File: src/rtl/pc_sequencer.sv
// Program counter and IDLE/RUN/HALT fetch sequencer; all outputs registered, 1-cycle control latency.
// Optional PC_REL_BRANCH_EN: taken branches add Target (two's complement) to ProgCtr instead of loading it.
module pc_sequencer #(
  parameter int PC_width  = 10,
  parameter int CNT_width = 16
) (
  input  logic                 Clk,
  input  logic                 Reset,
  input  logic                 Start,
  input  logic                 Stall,
  input  logic                 BranchEn,
  input  logic [PC_width-1:0]  Target,
  input  logic                 Halt,
  output logic [PC_width-1:0]  ProgCtr,
  output logic                 Running,
  output logic                 Done,
  output logic [CNT_width-1:0] CycleCnt
);

  localparam logic [1:0] IDLE = 2'd0;
  localparam logic [1:0] RUN  = 2'd1;
  localparam logic [1:0] HALT = 2'd2;

  localparam logic [PC_width-1:0]  PC_ONE  = {{(PC_width-1){1'b0}}, 1'b1};
  localparam logic [CNT_width-1:0] CNT_ONE = {{(CNT_width-1){1'b0}}, 1'b1};

  logic [1:0]          state;
  logic [PC_width-1:0] branch_pc;

`ifdef PC_REL_BRANCH_EN
  // Two's complement offset: a plain modular add gives the signed result.
  assign branch_pc = ProgCtr + Target;
`else
  assign branch_pc = Target;
`endif

  always_ff @(posedge Clk or negedge Reset) begin
    if (!Reset) begin
      state    <= IDLE;
      ProgCtr  <= '0;
      CycleCnt <= '0;
    end else begin
      case (state)
        IDLE: begin
          if (Start) begin
            state    <= RUN;
            ProgCtr  <= '0;
            CycleCnt <= '0;
          end
        end
        RUN: begin
          if (CycleCnt != {CNT_width{1'b1}})
            CycleCnt <= CycleCnt + CNT_ONE;
          // Halt > Stall > BranchEn > increment
          if (Halt)
            state <= HALT;
          else if (!Stall) begin
            if (BranchEn)
              ProgCtr <= branch_pc;
            else
              ProgCtr <= ProgCtr + PC_ONE;
          end
        end
        HALT: begin
          if (Start) begin
            state    <= RUN;
            ProgCtr  <= '0;
            CycleCnt <= '0;
          end
        end
        default: state <= IDLE;
      endcase
    end
  end

  assign Running = (state == RUN);
  assign Done    = (state == HALT);

endmodule

File: config.mk
export PLATFORM = sky130hd
export DESIGN_NAME = pc_sequencer
export DESIGN_NICKNAME = d
export VERILOG_FILES = /design/src/rtl/pc_sequencer.sv
export SDC_FILE = /design/constraint.sdc
export NUM_CORES = 1
export LEC_CHECK = 0
export ABC_AREA = 0
export BUFFER_PORTS_ARGS = -buffer_cell sky130_fd_sc_hd__buf_2
export CORE_ASPECT_RATIO = 1.5
export CORE_MARGIN = 2
export CORE_UTILIZATION = 47
export DETAILED_ROUTE_END_ITERATION = 12
export HOLD_SLACK_MARGIN = 0.08
export PLACE_DENSITY_LB_ADDON = 0.25
export SLEW_MARGIN = 10
export SYNTH_ARGS = -nofsm -noshare
export SYNTH_HDL_FRONTEND = slang
export SYNTH_SLANG_ARGS = --single-unit
File: constraint.sdc
create_clock -name Clk -period 1.7 [get_ports Clk]
set_clock_uncertainty 0.15 [all_clocks]
set_input_delay 0.51 -clock Clk [delete_from_list [all_inputs] [get_ports Clk]]
set_output_delay 0.51 -clock Clk [all_outputs]
set_load 0.005 [all_outputs]
==> qor.tcl <==
set qor(reg2reg_from) {CycleCnt[0]}
set qor(mappedNetlistArea_sq_mm) 0.00163
set qor(numClockSinks) 28
set qor(setup_viol) 15
set qor(setup.reg_to_reg.worst_slack_ps) -160
set qor(timing.critical_path.required_ps) 1040
set qor(grt_first_pass_wirelength_um) 8050
set qor(crit_path_end_kind) {primary output}
set qor(grt_antenna_before_repair) 0
set qor(drt-wirelength-per-cell_um) 17.1
set qor(dpl_worst_slack_ps) -200
set qor(initial_core_util_pct) 48.3
set qor(fin_hold_ws_ps) 67.9
set qor(final_max_slew_viol_count) 0
set qor(hpwl_um) 3380
set qor(cts.path.max_buffers) 2
set qor(failed_checks) {setup timing}
set qor(detailed_place.area_sq_mm) 0.00219
set qor(setup.worst_path.class) {flip-flop to primary output}
set qor(cts-buffers-inserted) 3
set qor(global_route.usage.total_pct) 26.1
set qor(grt_start_max_net_pins) 29
set qor(gp_congestion) 0.831
set qor(die_width_um) 52.1
set qor(start_kind) {flip-flop}
set qor(antenna_violating_nets_post_route) 0
set qor(clk_pin_slew_worst_paths_ps) 90
set qor(clock.fmax_ghz) 0.535
set qor(first_iter_violations) 38
set qor(worst_hold_path_type) {input pin to asynchronous set/reset pin}
set qor(outcome) {finished with violations}
set qor(route.final.wire_length_um) 5390
set qor(htreeDepth) 1
set qor(root_buffer) {sky130_fd_sc_hd__clkbuf_8}
set qor(clock_power_share_pct) 21.4
set qor(average_size_of_a_mapped_cell_sq_um) 9.13
set qor(startpoint) {state[0]}
set qor(p_switching_w) 0.000621
set qor(totalPowerFinal_w) 0.00197
set qor(clkLatencyLatePin_ps) 280
set qor(cts_tree) {done}
set qor(finish.instance_area_sq_mm) 0.00260
set qor(synthDominantAreaCellType) {sky130_fd_sc_hd__dfrtp_1}
set qor(irDropWorstVdd_uv) 732
set qor(worst_setup_path_endpoint) {Done}
set qor(rsz0062_at_grt) {yes}
set qor(fill_cells) 239
set qor(synthDistinctLibCells) 36
set qor(fraction_of_the_cycle_the_final_worst_path_needs_pct) 110
set qor(seq_power_share_pct) 40.1
set qor(cellInternalPower_w) 0.00135
set qor(io-pin-count) 44
set qor(synth_commonest_cells) {28 x sky130_fd_sc_hd__dfrtp_1, 19 x sky130_fd_sc_hd__nand2_1, 18 x sky130_fd_sc_hd__o21ai_0, 10 x sky130_fd_sc_hd__a21oi_1, 10 x sky130_fd_sc_hd__mux2i_1}
set qor(first_global_vias) 1807
set qor(rows) 26
set qor(synth_top_area_share_pct) 42.9
set qor(worst_r2r_path_depth) 4
set qor(ys_ff_latch) 28
set qor(drt-pass1-iter-count) 4
set qor(share_of_synthesized_registers_carrying_an_async_set_or_reset_pct) 100
set qor(cp.arrival_ps) 1210
set qor(post_cts_hold_buffer_count) 0
set qor(fp.dieArea_sq_mm) 0.00397
set qor(timing.slew.headroom_pct) 75.1
set qor(worstReg2RegEnd) {CycleCnt[11]}
set qor(synth_flop_cell) {sky130_fd_sc_hd__dfrtp_1}
set qor(worst-slew-pin-transition_ps) 369
set qor(drive_above_1_share_pct) 51.8
set qor(worst_setup_slack_after_layout_ps) -168
set qor(power.share.switching_pct) 31.5
set qor(fin_nets) 293
set qor(final_routed_drc_violation_total) 0
set qor(synth.area.top_cells) {sky130_fd_sc_hd__dfrtp_1 43%, sky130_fd_sc_hd__mux2i_1 6.1%, sky130_fd_sc_hd__o21ai_0 5.5%, sky130_fd_sc_hd__nand2_1 4.4%, sky130_fd_sc_hd__o2bb2ai_1 3.2%}
set qor(grt.overflow.total) 0
set qor(yosysSeqAreaShare_pct) 42.9
set qor(drv.max_cap_violation_count) 0
set qor(power_per_cell_area_mw_per_mm2) 758
set qor(routed_via_density) 6.01
set qor(total_leakage_power_nw) 1.28
set qor(core_area_sq_mm) 0.00338
set qor(synth_cells) 179
set qor(yosys_warnings) 0
set qor(dr_vias) 1900
set qor(critical_path.max_fanout) 4
set qor(area_growth_syn_to_layout_pct) 59.0
set qor(comb_power_share_pct) 38.5
set qor(finalWorstPathRequiredPeriod_ps) 1870
set qor(portBuffers) 43
set qor(die_h_um) 76.2
set qor(report.final.hold_viol_count) 0
set qor(synth_most_common_cell) {sky130_fd_sc_hd__dfrtp_1}
set qor(synth.net_count) 197
set qor(number_of_enable_type_register_cells_in_the_synthesized_netlist) 0
set qor(diodes) 0
==> cell families after synthesis <==
family                   synth area share (%)
AO/OA/AOI/OAI                            18.8
adder cells (fa/ha/maj)                  1.53
buffers and inverters                    2.07
flip-flops                               42.9
multiplexers                             6.13
AND/OR/NAND/NOR                          28.6
==> sequential cells by signal (all words and copies together) (netlist names) <==
signal    cells
state         2
CycleCnt     16
ProgCtr      10
==> cell type report <==
class / count / area [sq um] / area share (%)
clock buffers: 4 / 55.1 / 2.12
inverters: 4 / 17.5 / 0.674
multi-input cells: 142 / 1110 / 42.8
flip-flops and latches: 28 / 701 / 27.0
well taps: 42 / 52.6 / 2.02
repair buffers: 96 / 659 / 25.4
==> metrics by stage <==
| stage | util, % | std cells | TNS, ps |
|---|---|---|---|
| 5_1_grt | 76.8 | 316 | -1860 |
| 4_1_cts | 71.7 | 312 | -452 |
| 6_report | 76.8 | 316 | -998 |
| 3_5_place_dp | 64.8 | 298 | -1890 |
| 3_3_place_gp | 64.8 | 298 | -1620 |
| 2_1_floorplan | - | 179 | -125 |
==> critical path, cell delays in order (launching register included) <==
cell,delay [ps]
sky130_fd_sc_hd__dfrtp_1,430
sky130_fd_sc_hd__buf_6,140
sky130_fd_sc_hd__and2b_1,230
sky130_fd_sc_hd__buf_2,130
==> layout by cell type, fill, tap and decap left out, types with 2 or more instances in the layout <==
cell type / count
sky130_fd_sc_hd__and2b_1: 2
sky130_fd_sc_hd__o31ai_1: 2
sky130_fd_sc_hd__and3_1: 4
sky130_fd_sc_hd__or4b_4: 2
sky130_fd_sc_hd__nor3_2: 2
sky130_fd_sc_hd__buf_6: 11
sky130_fd_sc_hd__mux2i_1: 10
sky130_fd_sc_hd__nand3_1: 5
sky130_fd_sc_hd__nand2_2: 3
sky130_fd_sc_hd__and4_1: 3
sky130_fd_sc_hd__a21oi_2: 3
sky130_fd_sc_hd__and3_4: 2
sky130_fd_sc_hd__o2bb2ai_2: 2
sky130_fd_sc_hd__buf_2: 41
sky130_fd_sc_hd__o21ai_2: 7
sky130_fd_sc_hd__a22o_1: 2
sky130_fd_sc_hd__buf_4: 44
sky130_fd_sc_hd__nand3_2: 2
sky130_fd_sc_hd__clkbuf_8: 4
sky130_fd_sc_hd__nand2_1: 15
sky130_fd_sc_hd__o21ai_0: 8
sky130_fd_sc_hd__dfrtp_1: 28
sky130_fd_sc_hd__nor3_1: 5
sky130_fd_sc_hd__o21ai_1: 3
sky130_fd_sc_hd__o2bb2ai_1: 4
sky130_fd_sc_hd__or3_1: 2
sky130_fd_sc_hd__a21oi_1: 7
sky130_fd_sc_hd__nand4_1: 7
sky130_fd_sc_hd__or4_4: 3
sky130_fd_sc_hd__inv_1: 3
sky130_fd_sc_hd__a22oi_1: 3
sky130_fd_sc_hd__nand2b_4: 2
sky130_fd_sc_hd__a32oi_1: 2
sky130_fd_sc_hd__nor2_1: 8
==> worst min-delay path by stage <==
stage / end / slack, ps
finish: CycleCnt[3] / 70
global route: CycleCnt[3] / 90
global placement: ProgCtr[8] / 370
detailed placement: ProgCtr[8] / 370
floorplan: CycleCnt[0] / 60
CTS: CycleCnt[3] / 80
==> timing repair <==
| item | 4_1_cts | 5_1_grt |
|---|---|---|
| buffers inserted | 10 | 5 |
| endpoints found under the setup margin | 22 | 26 |
| resized for setup | 27 | 39 |
| pin swaps | 7 | 11 |
==> power groups by stage <==
| stage | Clock, W | Combinational, W | Sequential (W) |
|---|---|---|---|
| 2_1_floorplan | 0 | 0.000208 | 0.000815 |
| 3_3_place_gp | 0 | 0.000493 | 0.000799 |
| 3_5_place_dp | 0 | 0.000503 | 0.000800 |
| 4_1_cts | 0.000429 | 0.000632 | 0.000788 |
| 5_1_grt | 0.000457 | 0.000819 | 0.000800 |
| 6_report | 0.000421 | 0.000758 | 0.000790 |
==> routing by layer <==
layer / GRT usage (%) / up-vias / wire length, um
li1: - / 886 / -
met1: 31.0 / 922 / 1930
met2: 45.8 / 69 / 3030
met3: 2.94 / 23 / 219
met4: 10.8 / 0 / 215
met5: 0 / - / 0
Power figures use the tool's default switching activity.
